**config.mk**
```make
export PLATFORM = sky130hd
export DESIGN_NAME = alu_op_sequencer_flat
export DESIGN_NICKNAME = d
export VERILOG_FILES = /design/src/rtl/alu_op_sequencer_if.sv /design/src/rtl/alu_op_sequencer.sv /design/src/flat_wrapper.sv
export SDC_FILE = /design/constraint.sdc
export NUM_CORES = 1
export LEC_CHECK = 0
export CAP_MARGIN = 20
export CELL_PAD_IN_SITES_DETAIL_PLACEMENT = 0
export CELL_PAD_IN_SITES_GLOBAL_PLACEMENT = 2
export CORE_MARGIN = 2
export CORE_UTILIZATION = 21
export CTS_CLUSTER_DIAMETER = 200
export DETAILED_ROUTE_END_ITERATION = 10
export PLACE_DENSITY = 0.84
export SYNTH_ARGS = -nofsm -noshare
export SYNTH_HDL_FRONTEND = slang
export SYNTH_SLANG_ARGS = --single-unit
export TNS_END_PERCENT = 10
```
**constraint.sdc**
```tcl
create_clock -name clk -period 1.32 [get_ports clk]
set_input_delay 0.198 -clock clk [delete_from_list [all_inputs] [get_ports clk]]
set_output_delay 0.198 -clock clk [all_outputs]
set_load 0.05 [all_outputs]
```
**src/rtl/alu_op_sequencer_if.sv**
```systemverilog
// alu_op_sequencer_if: requester, ALU and consumer handshakes plus the
// register-bank load enables driven by alu_op_sequencer.
// master = the sequencer, slave = the surrounding datapath/requester/consumer.
interface alu_op_sequencer_if #(
    parameter int unsigned CNT_W = 8
);
    logic             start_valid;
    logic             start_unary;
    logic             start_ready;
    logic             ld_a;
    logic             ld_b;
    logic             ld_op;
    logic             alu_start;
    logic             alu_done;
    logic             ld_res;
    logic             res_valid;
    logic             res_err;
    logic             res_ready;
    logic             busy;
    logic [CNT_W-1:0] done_count;

    modport master (
        input  start_valid, start_unary, alu_done, res_ready,
        output start_ready, ld_a, ld_b, ld_op, alu_start, ld_res,
               res_valid, res_err, busy, done_count
    );

    modport slave (
        output start_valid, start_unary, alu_done, res_ready,
        input  start_ready, ld_a, ld_b, ld_op, alu_start, ld_res,
               res_valid, res_err, busy, done_count
    );
endinterface

```
**src/rtl/alu_op_sequencer.sv**
```systemverilog
// alu_op_sequencer: accepts one ALU operation per valid/ready handshake, pulses
// the operand/opcode bank enables, starts the ALU, waits for completion and
// presents the captured result until the consumer takes it.
// Optional watchdog on the ALU wait: define ALU_OP_SEQ_WATCHDOG_EN.
module alu_op_sequencer #(
    parameter int unsigned TIMEOUT_CYCLES = 16,
    parameter int unsigned CNT_W          = 8
) (
    input  logic               clk,
    input  logic               resetn,
    alu_op_sequencer_if.master bus
);

    typedef enum logic [1:0] {
        S_IDLE = 2'd0,
        S_EXEC = 2'd1,
        S_WAIT = 2'd2,
        S_HOLD = 2'd3
    } state_e;

    state_e           state_q;
    state_e           state_d;
    logic             accept;
    logic             timeout;
    logic             res_hs;
    logic             start_ready;
    logic             ld_a;
    logic             ld_b;
    logic             ld_op;
    logic             alu_start;
    logic             ld_res;
    logic             res_valid;
    logic [CNT_W-1:0] done_count_q;
    logic [CNT_W-1:0] done_count_d;

    if (TIMEOUT_CYCLES < 2) begin : g_timeout_check
        $error("alu_op_sequencer: TIMEOUT_CYCLES must be at least 2");
    end

    // Gating with resetn keeps start_ready (and so every load enable) low for
    // the whole reset, and high again in the first cycle after release.
    assign accept = (state_q == S_IDLE) && resetn && bus.start_valid;

    // Next-state and load-enable decode; all outputs default low.
    always_comb begin
        state_d      = state_q;
        start_ready  = 1'b0;
        ld_a         = 1'b0;
        ld_b         = 1'b0;
        ld_op        = 1'b0;
        alu_start    = 1'b0;
        ld_res       = 1'b0;
        res_valid    = 1'b0;
        res_hs       = 1'b0;
        done_count_d = done_count_q;
        unique case (state_q)
            S_IDLE: begin
                start_ready = resetn;
                if (accept) begin
                    ld_a    = 1'b1;
                    ld_op   = 1'b1;
                    ld_b    = ~bus.start_unary;
                    state_d = S_EXEC;
                end
            end
            S_EXEC, S_WAIT: begin
                alu_start = (state_q == S_EXEC);
                if (bus.alu_done) begin
                    ld_res  = 1'b1;
                    state_d = S_HOLD;
                end else if (timeout) begin
                    state_d = S_HOLD;
                end else begin
                    state_d = S_WAIT;
                end
            end
            S_HOLD: begin
                res_valid = 1'b1;
                if (bus.res_ready) begin
                    res_hs       = 1'b1;
                    done_count_d = done_count_q + 1'b1;
                    state_d      = S_IDLE;
                end
            end
            default: state_d = S_IDLE;
        endcase
    end

    // State register and completed-operation counter.
    always_ff @(posedge clk or negedge resetn) begin
        if (!resetn) begin
            state_q      <= S_IDLE;
            done_count_q <= '0;
        end else begin
            state_q      <= state_d;
            done_count_q <= done_count_d;
        end
    end

`ifdef ALU_OP_SEQ_WATCHDOG_EN
    localparam int unsigned    WD_W     = $clog2(TIMEOUT_CYCLES + 1);
    localparam logic [WD_W-1:0] WD_LIMIT = WD_W'(TIMEOUT_CYCLES);

    logic            in_alu;
    logic [WD_W-1:0] wd_q;
    logic [WD_W-1:0] wd_d;
    logic            res_err_q;
    logic            res_err_d;

    assign in_alu = (state_q == S_EXEC) || (state_q == S_WAIT);

    // Watchdog: the counter is 0 in the alu_start cycle, so testing the
    // incremented value makes the abort land TIMEOUT_CYCLES after alu_start;
    // alu_done in that same cycle takes priority in the state decode.
    always_comb begin
        wd_d      = wd_q;
        res_err_d = res_err_q;
        timeout   = 1'b0;
        if (accept) begin
            wd_d      = '0;
            res_err_d = 1'b0;
        end else if (in_alu && !bus.alu_done) begin
            wd_d = wd_q + 1'b1;
            if (wd_d == WD_LIMIT) begin
                timeout   = 1'b1;
                res_err_d = 1'b1;
            end
        end
    end

    // Watchdog counter and abort flag registers.
    always_ff @(posedge clk or negedge resetn) begin
        if (!resetn) begin
            wd_q      <= '0;
            res_err_q <= 1'b0;
        end else begin
            wd_q      <= wd_d;
            res_err_q <= res_err_d;
        end
    end

    assign bus.res_err = res_err_q;
`else
    assign timeout     = 1'b0;
    assign bus.res_err = 1'b0;
`endif

    assign bus.start_ready = start_ready;
    assign bus.ld_a        = ld_a;
    assign bus.ld_b        = ld_b;
    assign bus.ld_op       = ld_op;
    assign bus.alu_start   = alu_start;
    assign bus.ld_res      = ld_res;
    assign bus.res_valid   = res_valid;
    assign bus.busy        = (state_q != S_IDLE);
    assign bus.done_count  = done_count_q;

endmodule

```
**src/flat_wrapper.sv**
```systemverilog
// flat-port wrapper written by rule: the top's interface ports become plain ports
module alu_op_sequencer_flat 
#(
    parameter int unsigned TIMEOUT_CYCLES = 16,
    parameter int unsigned CNT_W          = 8
)
  (clk, resetn, bus_start_valid, bus_start_unary, bus_alu_done, bus_res_ready, bus_start_ready, bus_ld_a, bus_ld_b, bus_ld_op, bus_alu_start, bus_ld_res, bus_res_valid, bus_res_err, bus_busy, bus_done_count);
  alu_op_sequencer_if #(.CNT_W(CNT_W)) bus_i ();
  input  logic clk;
  input  logic resetn;
  input wire logic [$bits(bus_i.start_valid)-1:0] bus_start_valid;
  input wire logic [$bits(bus_i.start_unary)-1:0] bus_start_unary;
  input wire logic [$bits(bus_i.alu_done)-1:0] bus_alu_done;
  input wire logic [$bits(bus_i.res_ready)-1:0] bus_res_ready;
  output wire logic [$bits(bus_i.start_ready)-1:0] bus_start_ready;
  output wire logic [$bits(bus_i.ld_a)-1:0] bus_ld_a;
  output wire logic [$bits(bus_i.ld_b)-1:0] bus_ld_b;
  output wire logic [$bits(bus_i.ld_op)-1:0] bus_ld_op;
  output wire logic [$bits(bus_i.alu_start)-1:0] bus_alu_start;
  output wire logic [$bits(bus_i.ld_res)-1:0] bus_ld_res;
  output wire logic [$bits(bus_i.res_valid)-1:0] bus_res_valid;
  output wire logic [$bits(bus_i.res_err)-1:0] bus_res_err;
  output wire logic [$bits(bus_i.busy)-1:0] bus_busy;
  output wire logic [$bits(bus_i.done_count)-1:0] bus_done_count;
  assign bus_i.start_valid = bus_start_valid;
  assign bus_i.start_unary = bus_start_unary;
  assign bus_i.alu_done = bus_alu_done;
  assign bus_i.res_ready = bus_res_ready;
  assign bus_start_ready = bus_i.start_ready;
  assign bus_ld_a = bus_i.ld_a;
  assign bus_ld_b = bus_i.ld_b;
  assign bus_ld_op = bus_i.ld_op;
  assign bus_alu_start = bus_i.alu_start;
  assign bus_ld_res = bus_i.ld_res;
  assign bus_res_valid = bus_i.res_valid;
  assign bus_res_err = bus_i.res_err;
  assign bus_busy = bus_i.busy;
  assign bus_done_count = bus_i.done_count;
  alu_op_sequencer #(.TIMEOUT_CYCLES(TIMEOUT_CYCLES), .CNT_W(CNT_W)) u_core (.clk(clk), .resetn(resetn), .bus(bus_i));
endmodule
```
==> results of run 1 <==
what timing repair did:
| item | in CTS | in global routing |
|---|---|---|
| cloned | 0 | 0 |
| endpoints found under the setup margin | 12 | 16 |
| pin swaps | 3 | 0 |
| buffers inserted | 5 | 0 |
| resized for setup | 15 | 0 |
final cells by class:
class | count | area share
multi-input cells | 35 | 0.2815
repair buffers | 37 | 0.4250
flip-flops and latches | 10 | 0.2174
inverters | 3 | 0.01196
clock buffers | 4 | 0.03152
well taps | 30 | 0.03261
per-stage QoR:
stage            util  setup slack (ns)
6_report       0.4689           -0.1398
2_1_floorplan       -           -0.4083
3_5_place_dp   0.4190           -0.1869
5_1_grt        0.4689           -0.1916
3_3_place_gp   0.4190           -0.1454
4_1_cts        0.4689           -0.1443
Yosys cell counts:
| library cell | instances |
|---|---|
| dfrtp_1 | 10 |
| nor3_1 | 1 |
| buf_4 | 2 |
| conb_1 | 1 |
| ha_1 | 4 |
| nand3_1 | 1 |
| mux2_2 | 1 |
| nor2b_1 | 1 |
| nand4_1 | 1 |
| a21oi_2 | 1 |
| mux2i_1 | 1 |
| nor3_2 | 1 |
| xor2_1 | 2 |
| nor2_1 | 4 |
| and2_1 | 2 |
| and4_1 | 1 |
| and3_1 | 1 |
| mux2_4 | 1 |
| xnor2_1 | 5 |
| nand2_1 | 6 |
| inv_1 | 3 |
report_power, final:
part	internal (mW)	total [mW]	switching [mW]
logic	1.16	2.19	1.03
registers	0.414	0.569	0.155
clock network	0.168	0.277	0.109
total	1.74	3.04	1.30
routing by layer:
layer / up-vias / track usage / share of wire
li1: 237 / - / -
met1: 225 / 0.1143 / 0.39
met2: 11 / 0.1888 / 0.54
met3: 4 / 0.04372 / 0.041
met4: 0 / 0.07500 / 0.031
met5: - / 0 / 0
kinds of logic after synthesis:
logic type | synth area share
muxes | 0.06791
adders and majority gates | 0.09368
DFF | 0.4684
AOI/OAI and AO/OA | 0.01640
and+or+nand+nor | 0.1827
buffers and inverters | 0.04917
other | 0.007019
xor gates and xnor gates | 0.1148
state kept, by name, summed over array words and instances (netlist names):
signal                 flops
u_core.bus.done_count      8
u_core.state_q             2
critical path, cell delays in order (launching register included):
cell and delay, ns:
dfrtp_1 0.40, inv_2 0.09, ha_4 0.15, inv_4 0.05, nor3_4 0.15, buf_12 0.16
final timing paths:
kind,start,endpoint,cells after the start
min,resetn,u_core.bus.done_count[7],2
max reg2reg,u_core.state_q[1],u_core.state_q[1],5
min in group clk,u_core.bus.done_count[7],u_core.bus.done_count[7],1
max,u_core.state_q[0],bus_ld_b,5
min reg2reg,u_core.bus.done_count[7],u_core.bus.done_count[7],1
max in group asynchronous,resetn,u_core.bus.done_count[0],2
==> impl_metrics.tcl, run 1 <==
set metrics [dict create \
    layout_common_cells "buf_12 (16), buf_4 (16), dfrtp_1 (10), xnor2_1 (5)" \
    synth_cell_type_count 21 \
    syn_area_sq_um 534.3 \
    grt_max_degree 12 \
    die_h_um 54.44 \
    placed_cells 110 \
    setup.worst_path.end_class "primary output" \
    yosys_warnings 0 \
    final_hold_viol_count 0 \
    tns_ns -1.087 \
    ys_seq_elements 10 \
    cap_violations 0 \
    insertion_delay_ns 0.27 \
    whs_ns 0.003324 \
    portBuffers 21 \
    outcome "finished, violations left" \
    synth.top_cell.area_share 0.4684 \
    hp-class "input port to asynchronous set/reset pin" \
    violations "setup timing" \
    ctsLongestPathBuffers 2 \
    vias 477 \
    dr.pass1.iters 3 \
    tritoncts "built" \
    wire_per_inst_um 10.71 \
    hpwl_um 987.8 \
    rows 18 \
    power_mw 3.040 \
    regToRegSetupSlack_ns -0.12 \
    area_growth_pct 115.5 \
    grt_pass1_vias 519 \
    cts.hold.buffers_added 0 \
    maxSlewViolCount 0 \
    grt_pass1_wl_mm 2.214 \
    peakVddDrop_v 0.001686 \
    gr-total-overflow 0 \
    ys_seq_area_frac 0.4684 \
    drc 0 \
    start_kind "flop" \
    clock-sinks 10 \
    post-route-period-util 1.106 \
    fill_cells 230 \
    seq_area_sq_um 250.2 \
    top_level_ports 23 \
    nets 100 \
    multi_input_comb_area_sq_um 324.1 \
    gp_congestion 0.7007 \
    setup_slack_ns -0.1398 \
    postLayoutCellArea_sq_um 1151 \
    crit_required_ns 1.12 \
    syn_avg_cell_area_sq_um 10.69 \
    syn_inst 50 \
    leakage_nw 0.5228 \
    clk_pin_slew_ns 0.06 \
    fmax_mhz 685.0 \
    worstPathMaxFanout 3 \
    coreArea_sq_um 2455 \
    syn_nets 60 \
    ant_nets 0 \
    setup-violations-final 13 \
    antenna_found_initial 0 \
    grt_usage 0.1122 \
    htreeDepth 1 \
    routed_wl_mm 1.274 \
    synth_area_leaders "dfrtp_1 (47%), ha_1 (9.4%), xnor2_1 (8.2%), nand2_1 (4.2%), xor2_1 (3.3%)" \
    antenna_cells 0 \
    power_per_cell_area_nw_per_um2 2641 \
    drive_above_1_share 0.5843 \
    initial_core_util 0.2176 \
    dpl_cell_area_sq_um 1028 \
    crit_arrival_ns 1.26 \
    critPathKind "flop to primary output" \
    instances_no_fill 119 \
    die_w_um 54.44 \
    vias_per_cell 4.008 \
    yosysTopAreaCell "dfrtp_1" \
    die_area_sq_um 2964 \
    fin_crit_ns 1.460 \
    rsz0062_at_grt "true" \
    drt_iter0_drc 7 \
    clockRootBuffer "clkbuf_4" \
    skew_ns 0.001972 \
    cts_made_buffers 3 \
]
Note: power is estimated with default switching activity, not from simulation.
==> run 2: changes to the inputs <==
--- a/config.mk
+++ b/config.mk
@@ -5,15 +5,14 @@
 export SDC_FILE = /design/constraint.sdc
 export NUM_CORES = 1
 export LEC_CHECK = 0
+export ABC_CLOCK_PERIOD_IN_PS = 1320
 export CAP_MARGIN = 20
 export CELL_PAD_IN_SITES_DETAIL_PLACEMENT = 0
 export CELL_PAD_IN_SITES_GLOBAL_PLACEMENT = 2
 export CORE_MARGIN = 2
 export CORE_UTILIZATION = 21
-export CTS_CLUSTER_DIAMETER = 200
 export DETAILED_ROUTE_END_ITERATION = 10
 export PLACE_DENSITY = 0.84
 export SYNTH_ARGS = -nofsm -noshare
 export SYNTH_HDL_FRONTEND = slang
 export SYNTH_SLANG_ARGS = --single-unit
-export TNS_END_PERCENT = 10
==> run 2 against run 1 <==
The flow still finishes with violations (setup timing). Non-clock buffer count stayed put. Die area stayed put. Sequential share of layout area is 0.46 points lower. Via count is 1.0% higher. First-iteration DRC count is 71% lower. Clock-buffer cell count stayed put. Worst hold slack better by 0.26 ns. Global-route usage hardly changed. Clock skew is 0.0035 ns higher. Power is 2.4% higher. Wire length is 10% higher. Critical endpoint unchanged. Largest cell class unchanged.
==> impl_metrics.tcl, run 2 (synthesis results as in run 1) <==
set metrics [dict create \
    outcome "finished, violations left" \
    violations "setup timing" \
    grt_usage 0.1119 \
    crit_slowest_cell "clkdlybuf4s50_1" \
    coreArea_sq_um 2455 \
    ant_nets 0 \
    grt_pass1_wl_mm 2.214 \
    swShare 0.4325 \
    final_common_cell "buf_12" \
    post-route-period-util 1.119 \
    insertion_delay_ns 0.27 \
    cp_top_family "buffers and inverters" \
    die_h_um 54.44 \
    gr-total-overflow 0 \
    hpwl_um 974.1 \
    cap_violations 0 \
    critPathKind "input port to primary output" \
    fmax_mhz 676.9 \
    ctsLongestPathBuffers 2 \
    tritoncts "built" \
    leakage_nw 0.5233 \
    worstPathMaxFanout 2 \
    drt_iter0_drc 2 \
    fin_crit_ns 1.477 \
    intPower_mw 1.766 \
    rows 18 \
    antenna_found_initial 0 \
    pwr-share-comb 0.729 \
    power.share.clock 0.090 \
    largest_reg_flops 8 \
    die_w_um 54.44 \
    top_level_ports 23 \
    initial_core_util 0.2176 \
    critPathBufInv 3 \
    setup_slack_ns -0.1574 \
    wire_per_inst_um 11.81 \
    layout_common_cells "buf_12 (16), buf_4 (15), dfrtp_1 (10), xnor2_1 (5), clkdlybuf4s50_1 (5)" \
    cpPeakStageDelay_ns 0.51 \
    portBuffers 21 \
    setup.worst_path.end_class "primary output" \
    clockRootBuffer "clkbuf_4" \
    antenna_cells 0 \
    gp_congestion 0.7158 \
    crit_arrival_ns 1.28 \
    nets 100 \
    skew_ns 0.005449 \
    postLayoutCellArea_sq_um 1176 \
    hp-class "input port to asynchronous set/reset pin" \
    crit_chain "clkdlybuf4s50_1 -> nand2_2 -> buf_4 -> nor3_4 -> buf_12" \
    grt_pass1_vias 513 \
    seqPwrFrac 0.181 \
    p_sw_mw 1.346 \
    dr.pass1.iters 2 \
    area_growth_pct 120.1 \
    peakVddDrop_v 0.001957 \
    grt_max_degree 12 \
    instances_no_fill 119 \
    htreeDepth 1 \
    clk_pin_slew_ns 0.07 \
    maxSlewViolCount 0 \
    start_kind "input port" \
    drc 0 \
    power_per_cell_area_nw_per_um2 2645 \
    routed_wl_mm 1.405 \
    rsz0062_at_grt "true" \
    crit_required_ns 1.12 \
    vias 482 \
    cts.hold.buffers_added 0 \
    fin_util 0.4791 \
    drive_above_1_share 0.6067 \
    dpl_cell_area_sq_um 1030 \
    setup-violations-final 14 \
    whs_ns 0.2651 \
    final_hold_viol_count 0 \
    cts_made_buffers 3 \
    dpl_worst_slack_ns -0.1633 \
    die_area_sq_um 2964 \
    clock-sinks 10 \
    placed_cells 110 \
    vias_per_cell 4.050 \
]
-- run 2: per-stage QoR --
step           setup TNS, ns  power, mW
6_report              -1.528      3.111
5_1_grt               -2.240      3.265
4_1_cts               -1.375      3.095
3_5_place_dp         -0.6884      2.525
3_3_place_gp         -0.5905      2.505
2_1_floorplan         -2.604      1.501
-- run 2: power by group through the flow --
stage          logic, mW  clock network (mW)  registers [mW]
2_1_floorplan      0.747                   0           0.753
4_1_cts             2.24               0.298           0.562
6_report            2.27               0.279           0.564
3_5_place_dp        1.95                   0           0.570
5_1_grt             2.37               0.314           0.579
3_3_place_gp        1.94                   0           0.565
-- run 2: final cells by class --
cell class | count | area (sq um)
fill | 222 | 1279
multi-input combinational | 35 | 344.1
clock buffer | 4 | 36.28
inverter | 3 | 13.76
tap | 30 | 37.54
timing repair buffer | 37 | 494.2
sequential | 10 | 250.2
-- run 2: worst register-to-register path: cells and delay by family (launching register included) --
family                   cells  cell delay (ns)
AO/OA/AOI/OAI                1             0.18
adder cells (fa/ha/maj)      1             0.16
buffers and inverters        1             0.16
flip-flops                   1             0.40
multiplexers                 1             0.31
AND/OR/NAND/NOR              1             0.13
-- run 2: timing repair --
| action | in CTS | in global routing |
|---|---|---|
| gates resized for setup | 15 | 4 |
| buffers inserted | 5 | 0 |
| gates cloned | 0 | 0 |
| pin swaps | 3 | 1 |
| endpoints found under the setup margin | 12 | 16 |
| hold endpoints to repair | 0 | 0 |
-- run 2: path summary, 6_finish.rpt --
kind,cells past startpoint,slack (ns),endpoint,startpoint
min in group clk,1,0.53,u_core.bus.done_count[7],u_core.bus.done_count[7]
max in group asynchronous,2,0.92,u_core.bus.done_count[6],resetn
max reg2reg,5,-0.14,u_core.state_q[1],u_core.state_q[0]
min reg2reg,1,0.53,u_core.bus.done_count[7],u_core.bus.done_count[7]
min,2,0.27,u_core.bus.done_count[7],resetn
max,5,-0.16,bus_ld_b,resetn
-- run 2: per-layer routing --
| metal | track usage | vias to the layer above | part of all wire |
|---|---|---|---|
| li1 | - | 238 | - |
| met1 | 0.1133 | 233 | 0.39 |
| met2 | 0.1988 | 9 | 0.57 |
| met3 | 0.02186 | 2 | 0.028 |
| met4 | 0.08750 | 0 | 0.014 |
| met5 | 0 | - | 0 |
==> run 3: changes to the inputs <==
--- a/config.mk
+++ b/config.mk
@@ -6,7 +6,6 @@
 export NUM_CORES = 1
 export LEC_CHECK = 0
 export ABC_CLOCK_PERIOD_IN_PS = 1320
-export CAP_MARGIN = 20
 export CELL_PAD_IN_SITES_DETAIL_PLACEMENT = 0
 export CELL_PAD_IN_SITES_GLOBAL_PLACEMENT = 2
 export CORE_MARGIN = 2
==> results of run 3 <==
Same layout as run 2: the final DEF is identical, and so are final timing and power.
